$ cat src/rtl/sr_reg_bank_if.sv
// Bus bundle for sr_reg_bank: requests and enable in, channel state and conflict status out.
// The q_chg member exists only when SR_BANK_EDGE_EN is defined.
interface sr_reg_bank_if #(
    parameter int N     = 8,
    parameter int CNT_W = 8
);
    logic             en;
    logic [N-1:0]     s;
    logic [N-1:0]     r;
    logic             clr_err;
    logic [N-1:0]     q;
    logic [N-1:0]     q_n;
    logic [N-1:0]     conflict;
    logic             conflict_sticky;
    logic [CNT_W-1:0] conflict_cnt;
`ifdef SR_BANK_EDGE_EN
    logic [N-1:0]     q_chg;
`endif

    modport master (
        output en, s, r, clr_err,
        input  q, q_n, conflict, conflict_sticky, conflict_cnt
`ifdef SR_BANK_EDGE_EN
        , input q_chg
`endif
    );

    modport slave (
        input  en, s, r, clr_err,
        output q, q_n, conflict, conflict_sticky, conflict_cnt
`ifdef SR_BANK_EDGE_EN
        , output q_chg
`endif
    );
endinterface

$ cat src/rtl/sr_reg_bank.sv
// N-channel clocked SR register bank with selectable S=R=1 policy, conflict flags and a saturating counter.
// Optional macro SR_BANK_EDGE_EN adds the registered q_chg change-pulse output.
module sr_reg_bank #(
    parameter int           N       = 8,
    parameter int           MODE    = 0,
    parameter int           CNT_W   = 8,
    parameter logic [N-1:0] RST_VAL = {N{1'b0}}
) (
    input  logic        clk,
    input  logic        rst_n,
    sr_reg_bank_if.slave bus
);

    generate
        if (N < 1 || N > 32) begin : g_bad_n
            $error("sr_reg_bank: N must be in 1..32");
        end
        if (MODE < 0 || MODE > 3) begin : g_bad_mode
            $error("sr_reg_bank: MODE must be in 0..3");
        end
        if (CNT_W < 2 || CNT_W > 16) begin : g_bad_cnt_w
            $error("sr_reg_bank: CNT_W must be in 2..16");
        end
    endgenerate

    logic [N-1:0]     q_reg;
    logic [N-1:0]     q_nxt;
    logic [N-1:0]     conf_reg;
    logic [N-1:0]     conf_nxt;
    logic             sticky_reg;
    logic [CNT_W-1:0] cnt_reg;
    logic             any_conf;

    // Next-state per channel; a disabled bank holds q and drops its requests.
    always_comb begin
        q_nxt    = q_reg;
        conf_nxt = '0;
        if (bus.en) begin
            for (int i = 0; i < N; i++) begin
                case ({bus.s[i], bus.r[i]})
                    2'b01: q_nxt[i] = 1'b0;
                    2'b10: q_nxt[i] = 1'b1;
                    2'b11: begin
                        conf_nxt[i] = 1'b1;
                        case (MODE)
                            0:       q_nxt[i] = 1'b0;
                            1:       q_nxt[i] = 1'b1;
                            3:       q_nxt[i] = ~q_reg[i];
                            default: q_nxt[i] = q_reg[i];
                        endcase
                    end
                    default: q_nxt[i] = q_reg[i];
                endcase
            end
        end
    end

    assign any_conf = |conf_nxt;

    // clr_err wins over a simultaneous conflict for both sticky and counter.
    always_ff @(posedge clk or negedge rst_n) begin
        if (!rst_n) begin
            q_reg      <= RST_VAL;
            conf_reg   <= '0;
            sticky_reg <= 1'b0;
            cnt_reg    <= '0;
        end else begin
            q_reg    <= q_nxt;
            conf_reg <= conf_nxt;
            if (bus.clr_err) begin
                sticky_reg <= 1'b0;
                cnt_reg    <= '0;
            end else if (any_conf) begin
                sticky_reg <= 1'b1;
                if (cnt_reg != {CNT_W{1'b1}}) begin
                    cnt_reg <= cnt_reg + {{(CNT_W-1){1'b0}}, 1'b1};
                end
            end
        end
    end

    assign bus.q               = q_reg;
    assign bus.q_n             = ~q_reg;
    assign bus.conflict        = conf_reg;
    assign bus.conflict_sticky = sticky_reg;
    assign bus.conflict_cnt    = cnt_reg;

`ifdef SR_BANK_EDGE_EN
    logic [N-1:0] chg_reg;

    always_ff @(posedge clk or negedge rst_n) begin
        if (!rst_n) begin
            chg_reg <= '0;
        end else begin
            chg_reg <= q_nxt ^ q_reg;
        end
    end

    assign bus.q_chg = chg_reg;
`endif

endmodule

$ cat src/flat_wrapper.sv
// flat-port wrapper written by rule: the top's interface ports become plain ports
module sr_reg_bank_flat 
#(
    parameter int           N       = 8,
    parameter int           MODE    = 0,
    parameter int           CNT_W   = 8,
    parameter logic [N-1:0] RST_VAL = {N{1'b0}}
)
  (clk, rst_n, bus_en, bus_s, bus_r, bus_clr_err, bus_q, bus_q_n, bus_conflict, bus_conflict_sticky, bus_conflict_cnt);
  sr_reg_bank_if #(.N(N), .CNT_W(CNT_W)) bus_i ();
  input  logic clk;
  input  logic rst_n;
  input wire logic [$bits(bus_i.en)-1:0] bus_en;
  input wire logic [$bits(bus_i.s)-1:0] bus_s;
  input wire logic [$bits(bus_i.r)-1:0] bus_r;
  input wire logic [$bits(bus_i.clr_err)-1:0] bus_clr_err;
  output wire logic [$bits(bus_i.q)-1:0] bus_q;
  output wire logic [$bits(bus_i.q_n)-1:0] bus_q_n;
  output wire logic [$bits(bus_i.conflict)-1:0] bus_conflict;
  output wire logic [$bits(bus_i.conflict_sticky)-1:0] bus_conflict_sticky;
  output wire logic [$bits(bus_i.conflict_cnt)-1:0] bus_conflict_cnt;
  assign bus_i.en = bus_en;
  assign bus_i.s = bus_s;
  assign bus_i.r = bus_r;
  assign bus_i.clr_err = bus_clr_err;
  assign bus_q = bus_i.q;
  assign bus_q_n = bus_i.q_n;
  assign bus_conflict = bus_i.conflict;
  assign bus_conflict_sticky = bus_i.conflict_sticky;
  assign bus_conflict_cnt = bus_i.conflict_cnt;
  sr_reg_bank #(.N(N), .MODE(MODE), .CNT_W(CNT_W), .RST_VAL(RST_VAL)) u_core (.clk(clk), .rst_n(rst_n), .bus(bus_i));
endmodule
$ cat config.mk
export PLATFORM = sky130hd
export DESIGN_NAME = sr_reg_bank_flat
export DESIGN_NICKNAME = d
export VERILOG_FILES = /design/src/rtl/sr_reg_bank_if.sv /design/src/rtl/sr_reg_bank.sv /design/src/flat_wrapper.sv
export SDC_FILE = /design/constraint.sdc
export NUM_CORES = 1
export LEC_CHECK = 0
export BUFFER_PORTS_ARGS = -buffer_cell sky130_fd_sc_hd__buf_4
export CORE_MARGIN = 5
export CORE_UTILIZATION = 49
export CTS_BUF_LIST = sky130_fd_sc_hd__clkbuf_4 sky130_fd_sc_hd__clkbuf_8 sky130_fd_sc_hd__clkbuf_16
export DETAILED_ROUTE_END_ITERATION = 12
export GPL_TIMING_DRIVEN = 0
export PLACE_DENSITY = 0.84
export SYNTH_ARGS = -nofsm -noshare
export SYNTH_HDL_FRONTEND = slang
export SYNTH_SLANG_ARGS = --single-unit
$ cat constraint.sdc
create_clock -name clk -period 5.1 [get_ports clk]
set_input_delay 0.51 -clock clk [delete_from_list [all_inputs] [get_ports clk]]
set_output_delay 0.51 -clock clk [all_outputs]
set_load 0.005 [all_outputs]
==> summary.md, run 1 <==
| Metric | Value |
|---|---|
| Largest cells by area after synthesis | dfrtp_1, a21oi_1, and3_1, inv_1, a22o_1 |
| Clock sink count | 25 |
| Slew headroom | 67.5% |
| Die boundary width | 58.1 microns |
| Final hold violation count | 0 |
| Placed wire-length estimate | 2200 microns |
| Number of buffers created by CTS | 3 |
| Max stage delay cell, worst path | dfrtp_1 |
| Cts hold-fix bufs | 0 |
| Synthesized area | 0.00113 sq mm |
| Fraction of post-synthesis cell area in the top cell type by area | 55.1% |
| Longest Clk Path Bufs | 2 |
| Count of buffers from port buffering | 51 |
| Post-CTS resize count | 0 |
| Layout overhead on the synthesized area | 39.5% |
| Critical path fanouts, max | 6 |
| Area taken by flip-flops and latches | 626 sq um |
| Library cell with the largest summed area after synthesis | dfrtp_1 |
| Element type at the critical path end | flop |
| Number of maximum-capacitance violations | 0 |
| Number of flip-flops and latches in the synthesized netlist | 25 |
| Floorplan core area | 0.00221 sq mm |
| First-pass DRT Iterations | 4 |
| Clock slew at reported path FFs | 0.14 ns |
| Crit path required time | 5.32 ns |
| DP Cell Count | 187 |
| Total buffers and inverters traversed by the critical path | 0 |
| Via count of the first global-routing pass | 1094 |
| Skew final | 0.00645 ns |
| Routed wire length per instance | 14.8 microns |
| Part of the cycle the worst path needs | 38.7% |
| Synthesized instance count | 108 |
| Post-detailed-route via-to-cell ratio | 5.53 |
| Initial standard-cell utilization of the core | 51.3% |
| Clock tree from TritonCTS | yes |
| Aggregate routed wire length | 2830 microns |
| Core Rows | 17 |
| Number of enable flip-flop cells after synthesis | 0 |
| Type of the most critical hold path | in -> async |
| Count of non-filler cells in the finished layout | 191 |
| Largest voltage drop on the vdd net | 197 uV |
| Ports | 53 |
| Via count | 1057 |
| Master cell of the clock root buffer | clkbuf_4 |
| Cell types with the highest counts after synthesis | dfrtp_1, a21oi_1, inv_1 |
| First-pass GRT wire length | 4910 microns |
| Async set or reset register ratio after synthesis | 100% |
| Mean post-synth cell area | 10.5 sq um |
| Overall overflow remaining after global route | 0 |
| Count of distinct cell types in the synthesized netlist | 33 |
| Antenna violations before repair | 0 |
| Total global-route track usage | 18.8% |
| Layout cell share with drive strength beyond 1 | 36.2% |
| Final critical path time including I/O delays and setup | 1.98 ns |
| Series of cell instances along the critical path | ha_1, and4_1, and2_1, nor3b_1, mux2_1 |
| Number of levels in the clock H-tree | 1 |
| Unrepaired setup endpoints after global routing | no |
| Fill cell count | 171 |
| Main synth FF type | dfrtp_1 |
| Family of cells with the greatest summed delay on the critical path | simple AND/OR/NAND/NOR gates |
| Post-detailed-placement cell area | 0.00155 sq mm |
| Final slew viol count | 0 |
| Yosys warns | 0 |
| RePlAce Congestion | 0.768 |
| Net Count, Synth | 129 |
| Worst slew pin tran | 0.484 ns |
| Achievable Freq | 506 MHz |
| Arrival time worst endpoint | 2.19 ns |
| Antenna diodes | 0 |
| DRC violation total after the first TritonRoute iteration | 18 |
| Pwr/cell area | 249 mW/mm^2 |
| Area of the multi-input gates | 460 sq um |
| Slowest Stage Delay on Critical Path | 0.45 ns |
| Overall power | 394 uW |
| Drt drc | 0 |
| Setup repair bufs after CTS | 0 |
| Top-count cell post-synth | dfrtp_1 |
| Net count of the finished layout | 185 |
| Status | complete, no violations |
| Antenna viol nets, final | 0 |
| Pin count of the biggest net entering global routing | 26 |
| Element type at the critical path start | flop |
| Later-pin clock latency in the skew report | 0.31 ns |
| Seq/Total Area, Yosys | 55.1% |
| Final standard cell area without fillers | 0.00158 sq mm |
| P_leak | 0.000810 uW |
| Setup CP Type | reg -> reg |
| Post-route setup TNS | 0 ns |
| Total die area | 0.00338 sq mm |
| Number of setup violations in the final report | 0 |
| Overall die height | 58.1 microns |
[area by class of cell]
| cell class | count | share of cell area (%) |
|---|---|---|
| tap | 28 | 2.21 |
| clock buffer | 4 | 1.90 |
| multi-input combinational | 70 | 29.1 |
| timing repair buffer | 51 | 24.2 |
| inverter | 9 | 2.13 |
| buffer | 4 | 0.949 |
| sequential | 25 | 39.5 |
[report_power, final]
| part | internal (uW) | total, uW | switching [uW] |
|---|---|---|---|
| logic | 44.5 | 80.9 | 36.4 |
| registers | 210 | 219 | 9.16 |
| clock network | 35.9 | 94.1 | 58.3 |
| total | 290 | 394 | 104 |
[kinds of logic (layout without fill, tap and decap cells)]
| family | after synthesis | count (layout) | share of synthesized area (%) |
|---|---|---|---|
| adders and majority gates | 1 | 1 | 1.10 |
| and+or+nand+nor | 34 | 34 | 19.1 |
| muxes | 2 | 2 | 1.87 |
| AOI/OAI and AO/OA | 33 | 33 | 18.5 |
| buffers and inverters | 13 | 68 | 4.30 |
| DFF | 25 | 25 | 55.1 |
[placed cells by master (no fill, tap or decap), types with 2 or more instances in the layout]
cell type	count
buf_4	51
clkbuf_4	4
a21oi_1	20
a22o_1	3
o31ai_1	3
nand3_1	2
inv_1	9
dfrtp_1	25
nand4_1	2
nand2_1	6
nor2_1	3
clkbuf_1	4
or4_1	2
and3_1	8
[worst paths after layout]
kind / slack [ns] / cells past startpoint / to / start
worst max-delay path: 3.12 / 5 / u_core.bus.conflict_cnt[0] / u_core.bus.conflict_cnt[0]
worst min-delay path: 0.06 / 1 / u_core.bus.conflict_cnt[4] / rst_n
worst max register to register: 3.12 / 5 / u_core.bus.conflict_cnt[0] / u_core.bus.conflict_cnt[0]
worst min register to register: 0.54 / 2 / u_core.bus.conflict_sticky / u_core.bus.conflict_sticky
max in group asynchronous: 4.80 / 1 / u_core.bus.conflict[6] / rst_n
min in group clk: 0.36 / 2 / u_core.bus.q[6] / bus_r[6]
[worst reg2reg max path, delay by kind of cell, from the launching register on]
| kind | cells | cell delay (ns) |
|---|---|---|
| adders and majority gates | 1 | 0.25 |
| DFF | 1 | 0.45 |
| muxes | 1 | 0.36 |
| and+or+nand+nor | 3 | 0.83 |
[routing by layer]
metal	vias up	GRT usage, %	part of all wire [%]
met5	-	0	0
met4	0	5.96	0.35
met3	2	5.12	8.9
met2	45	32.3	50
met1	502	22.7	41
li1	508	-	-
[metrics by stage]
stage	util [%]	setup WS [ns]	hold WS, ns
after floorplan	-	3.29	0.214
after global placement	70.2	3.08	0.426
after detailed placement	70.2	3.05	0.429
after CTS	71.5	3.12	0.0650
after global routing	71.5	3.03	0.0626
final	71.5	3.12	0.0572
Power figures use the tool's default switching activity.
==> run 2, diff against run 1 <==
Settings changed: CORE_UTILIZATION 49 to 45, PLACE_DENSITY 0.84 to 0.78.
Clock period 5.1 ns to 2.1 ns, I/O delays scaled along.
==> summary.md, run 2 (synthesis results as in run 1) <==
| Metric | Value |
|---|---|
| Status | complete, no violations |
| Via count | 1067 (+0.95%) |
| Achievable Freq | 510 MHz (+0.71%) |
| Overall overflow remaining after global route | 0 (unchanged) |
| Fraction of power spent switching nets | 25.9% (-0.46 points) |
| Reg power frac | 55.8% (+0.2 points) |
| Setup repair bufs after CTS | 0 (unchanged) |
| Die boundary width | 60.2 microns (+3.6%) |
| Switching power | 247 uW (+140%) |
| Antenna violations before repair | 0 (unchanged) |
| Clock slew at reported path FFs | 0.13 ns (about the same) |
| Floorplan core area | 0.00245 sq mm (+11%) |
| Count of non-filler cells in the finished layout | 194 (+1.6%) |
| Overall die height | 60.2 microns (+3.6%) |
| Initial standard-cell utilization of the core | 46.2% (-5.1 points) |
| Total global-route track usage | 17.0% (-1.7 points) |
| Ports | 53 (unchanged) |
| Total die area | 0.00363 sq mm (+7.3%) |
| Core utilization of the finished layout | 65.0% (-6.6 points) |
| Placed wire-length estimate | 2210 microns (+0.40%) |
| Aggregate routed wire length | 2920 microns (+2.9%) |
| Overall power | 954 uW (+140%) |
| Core Rows | 18 (+1) |
| Slew headroom | 69.3% (+1.8 points) |
| First-pass GRT wire length | 4650 microns (-5.2%) |
| Logic pwr share | 21.1% (+0.6 points) |
| Via count of the first global-routing pass | 1055 (-3.6%) |
| Post-detailed-route via-to-cell ratio | 5.50 (-0.61%) |
| Count of buffers from port buffering | 51 (unchanged) |
| Number of levels in the clock H-tree | 1 (unchanged) |
| Critical path fanouts, max | 6 (unchanged) |
| Setup CP Type | reg -> reg |
| Hold Worst Slack | 0.0675 ns (+0.0103 ns) |
| Antenna viol nets, final | 0 (unchanged) |
| Skew final | 0.00325 ns (-0.00321 ns) |
| Cts hold-fix bufs | 1 (+1) |
| Number of setup violations in the final report | 0 (unchanged) |
| Layout overhead on the synthesized area | 40.6% |
| Layout cell share with drive strength beyond 1 | 36.0% (-0.22 points) |
| Element type at the critical path end | flop |
| Antenna diodes | 0 (unchanged) |
| Type of the most critical hold path | in -> reg |
| Worst slew pin tran | 0.457 ns (-0.0272 ns) |
| DP Cell Count | 189 (+1.1%) |
| Final slew viol count | 0 (unchanged) |
| Highest-count cells in the layout ignoring fill and taps | buf_4, dfrtp_1, a21oi_1 |
| Later-pin clock latency in the skew report | 0.31 ns (about the same) |
| Arrival time worst endpoint | 2.17 ns (-0.02 ns) |
| DRC violation total after the first TritonRoute iteration | 34 (+16) |
| Largest voltage drop on the vdd net | 500 uV (+150%) |
| Crit path required time | 2.31 ns (-3.01 ns) |
| Clock tree from TritonCTS | yes |
| Number of buffers created by CTS | 3 (unchanged) |
| Internal Pwr Total | 707 uW (+140%) |
| Final hold violation count | 0 (unchanged) |
| Master cell of the clock root buffer | clkbuf_4 |
| Pin count of the biggest net entering global routing | 26 (unchanged) |
| Clock power share | 23.1% (-0.8 points) |
| P_leak | 0.000814 uW (+0.52%) |
| Unrepaired setup endpoints after global routing | no |
| RePlAce Congestion | 0.721 (-6.1%) |
| Longest Clk Path Bufs | 2 (unchanged) |
| Post-route setup TNS | 0 ns (unchanged) |
| Pwr/cell area | 598 mW/mm^2 (+140%) |
| Leading cell type in the layout, fill and taps excluded | buf_4 |
| Drt drc | 0 (unchanged) |
| Routed wire length per instance | 15.0 microns (+1.3%) |
| Final critical path time including I/O delays and setup | 1.96 ns (-0.0140 ns) |
| Net count of the finished layout | 186 (+0.54%) |
| First-pass DRT Iterations | 4 (unchanged) |
| Post-CTS resize count | 0 (unchanged) |
| Element type at the critical path start | flop |
| Clock sink count | 25 (unchanged) |
| Number of maximum-capacitance violations | 0 (unchanged) |
| Part of the cycle the worst path needs | 93.4% (+55 points) |
run 2: power groups by stage:
stage	Clock [uW]	Combinational [uW]	Sequential, uW
after floorplan	0	66.3	542
after CTS	231	204	533
final	220	201	533
after global routing	246	222	538
after detailed placement	0	201	542
after global placement	0	195	540
run 2: critical path: stages, from the launching register on:
cell	delay [ns]
dfrtp_1	0.45
ha_1	0.25
and4_1	0.27
and2_1	0.22
nor3b_1	0.32
mux2_1	0.36
run 2: final cells by class:
class,instances,area (sq um)
Multi-Input combinational cell,70,460
Sequential cell,25,626
Inverter,9,33.8
Tap cell,30,37.5
Timing Repair Buffer,52,393
Clock buffer,4,30.0
Buffer,4,15.0
Fill cell,212,860
run 2: metrics by stage:
step | area, sq um | worst slack [ns]
3_5_place_dp | 1560 | 0.145
2_1_floorplan | 1130 | 0.289
5_1_grt | 1600 | 0.0473
4_1_cts | 1600 | 0.133
3_3_place_gp | 1560 | 0.165
6_report | 1600 | 0.138
run 2: final timing paths:
kind / startpoint / end / slack, ns / cells past startpoint
min in group asynchronous: rst_n / u_core.bus.conflict_cnt[4] / 0.32 / 2
min reg2reg: u_core.bus.conflict_sticky / u_core.bus.conflict_sticky / 0.52 / 2
max in group asynchronous: rst_n / u_core.bus.q[3] / 1.54 / 2
max reg2reg: u_core.bus.conflict_cnt[0] / u_core.bus.conflict_cnt[0] / 0.14 / 5
min: bus_r[5] / u_core.bus.q[5] / 0.07 / 2
max: u_core.bus.conflict_cnt[0] / u_core.bus.conflict_cnt[0] / 0.14 / 5
run 2: metal layers:
metal | up-vias | part of all wire [%] | global-route usage [%]
met2 | 45 | 49 | 27.6
met1 | 507 | 40 | 21.6
li1 | 513 | - | -
met3 | 2 | 11 | 4.97
met4 | 0 | 0.45 | 5.70
met5 | - | 0 | 0
==> run 3, diff against run 2 <==
Settings changed: CORE_MARGIN 5 to 2, RECOVER_POWER set to 50.
==> summary.md, run 3 (synthesis results as in run 1) <==
| Metric | Value |
|---|---|
| Critical path fanouts, max | 6 (unchanged) |
| Pin count of the biggest net entering global routing | 26 (unchanged) |
| Placed wire-length estimate | 2100 microns (-5.0%) |
| Crit path required time | 2.34 ns (+0.03 ns) |
| R2R setup slack | 0.18 ns (+0.04 ns) |
| Element type at the critical path start | flop |
| Layout overhead on the synthesized area | 40.0% |
| Floorplan core area | 0.00243 sq mm (-0.92%) |
| Element type at the critical path end | flop |
| Core utilization of the finished layout | 65.3% (+0.34 points) |
| Worst flop-to-flop path endpoint | u_core.bus.conflict_cnt[4] |
| Final hold violation count | 0 (unchanged) |
| RePlAce Congestion | 0.740 (+2.7%) |
| Core Rows | 18 (unchanged) |
| End point of the critical path | u_core.bus.conflict_cnt[4] |
| Achievable Freq | 522 MHz (+2.3%) |
| Overall overflow remaining after global route | 0 (unchanged) |
| Total global-route track usage | 21.0% (+4.0 points) |
| First-pass GRT wire length | 4520 microns (-2.8%) |
| Via count | 1051 (-1.5%) |
| P_leak | 0.000803 uW (-1.4%) |
| Clock sink count | 25 (unchanged) |
| Setup Slack @ Placement | 0.115 ns (-0.0301 ns) |
| Leading cell type in the layout, fill and taps excluded | buf_4 |
| Worst Slack Setup Final | 0.183 ns (+0.0441 ns) |
| Count of buffers from port buffering | 51 (unchanged) |
| Pwr/cell area | 597 mW/mm^2 (-0.17%) |
| Aggregate routed wire length | 2790 microns (-4.5%) |
| Antenna diodes | 0 (unchanged) |
| Antenna viol nets, final | 0 (unchanged) |
| Net count of the finished layout | 186 (unchanged) |
| First-pass DRT Iterations | 4 (unchanged) |
| Number of levels in the clock H-tree | 1 (unchanged) |
| Number of cells on the worst reg-to-reg path | 5 (unchanged) |
| Skew final | 0.00564 ns (+0.00240 ns) |
| Final critical path time including I/O delays and setup | 1.92 ns (-0.0441 ns) |
| Master cell of the clock root buffer | clkbuf_4 |
| Setup CP Type | reg -> reg |
| Startpoint of the worst-slack reg-to-reg timing path | u_core.bus.conflict_cnt[0] |
| Routed wire length per instance | 14.4 microns (-4.5%) |
| Clock tree from TritonCTS | yes |
| Final slew viol count | 0 (unchanged) |
| Via count of the first global-routing pass | 1065 (+0.95%) |
| Drt drc | 0 (unchanged) |
| DRC violation total after the first TritonRoute iteration | 26 (-24%) |
| Ports | 53 (unchanged) |
| Type of the most critical hold path | in -> reg |
| Largest voltage drop on the vdd net | 375 uV (-25%) |
| Total die area | 0.00294 sq mm (-19%) |
| Worst slew pin tran | 1.30 ns (+0.847 ns) |
| Post-route setup TNS | 0 ns (unchanged) |
| Part of the cycle the worst path needs | 91.3% (-2.1 points) |
| Setup repair bufs after CTS | 0 (unchanged) |
| Die boundary width | 54.2 microns (-10%) |
| Arrival time worst endpoint | 2.16 ns (about the same) |
| Hold Worst Slack | 0.0651 ns (-0.00239 ns) |
| Initial standard-cell utilization of the core | 46.7% (+0.43 points) |
| Number of maximum-capacitance violations | 0 (unchanged) |
| Number of setup violations in the final report | 0 (unchanged) |
| Unrepaired setup endpoints after global routing | no |
| Antenna violations before repair | 0 (unchanged) |
| Layout cell share with drive strength beyond 1 | 34.8% (-1.2 points) |
| Slew headroom | 13.1% (-56 points) |
| Post-detailed-route via-to-cell ratio | 5.42 (-1.5%) |
| Overall die height | 54.2 microns (-10%) |
| Launching element of the worst setup path | u_core.bus.conflict_cnt[0] |
| Later-pin clock latency in the skew report | 0.31 ns (about the same) |
| Clock slew at reported path FFs | 0.13 ns (about the same) |
| Highest-count cells in the layout ignoring fill and taps | buf_4, dfrtp_1, a21oi_1 |
| Status | complete, no violations |
| Number of buffers created by CTS | 3 (unchanged) |
| Longest Clk Path Bufs | 2 (unchanged) |
## run 3: cell count changes in the layout (fill, tap and decap cells not counted), sizes merged
cell | before | now
clkbuf | 8 | 19
buf | 51 | 40
## run 3: repair_timing
item | 4_1_cts | 5_1_grt
resized for setup | 0 | 1
hold endpoints to repair | 25 | 0
setup endpoints to repair | 0 | 1
hold buffers | 1 | 0
## run 3: final cells by class
class / count / area, sq um
timing repair buffer: 52 / 382
multi-input combinational: 70 / 465
inverter: 9 / 33.8
sequential: 25 / 626
clock buffer: 4 / 30.0
fill: 210 / 843
tap: 30 / 37.5
buffer: 4 / 15.0
## run 3: how the worst min path moves through the flow
| stage | slack (ns) | from | cells past startpoint | to |
|---|---|---|---|---|
| after detailed placement | 0.13 | rst_n | 1 | u_core.bus.conflict_cnt[4] |
| after global routing | 0.06 | bus_r[0] | 2 | u_core.bus.q[0] |
| final | 0.07 | bus_r[3] | 2 | u_core.bus.q[3] |
| after global placement | 0.13 | rst_n | 1 | u_core.bus.conflict_cnt[3] |
| after CTS | 0.06 | bus_r[3] | 2 | u_core.bus.q[3] |
| after floorplan | -0.09 | rst_n | 0 | u_core.bus.conflict[0] |
## run 3: metal layers
metal / vias to the layer above / wire (microns) / track usage [%]
li1: 512 / - / -
met1: 500 / 1210 / 25.7
met2: 35 / 1370 / 37.6
met3: 4 / 183 / 4.37
met4: 0 / 19 / 5.42
met5: - / 0 / 0
## run 3: metrics by stage
| stage | total power, uW | std cells | instance area [sq um] |
|---|---|---|---|
| final | 948 | 194 | 1590 |
| after global routing | 1000 | 194 | 1590 |
| after CTS | 958 | 194 | 1600 |
| after detailed placement | 739 | 189 | 1560 |
| after global placement | 732 | 189 | 1560 |
| after floorplan | 608 | 108 | 1130 |
## run 3: critical path, cell delays in order, from the launching register on
cell and delay, ns:
dfrtp_1 0.45, ha_1 0.25, and4_1 0.26, and2_1 0.23, or4_1 0.49, a21oi_1 0.17
## run 3: report_power, final
part	switching (uW)	internal [uW]	total [uW]
combinational	88.4	106	195
sequential	21.6	510	532
clock	134	87.2	222
total	244	704	948
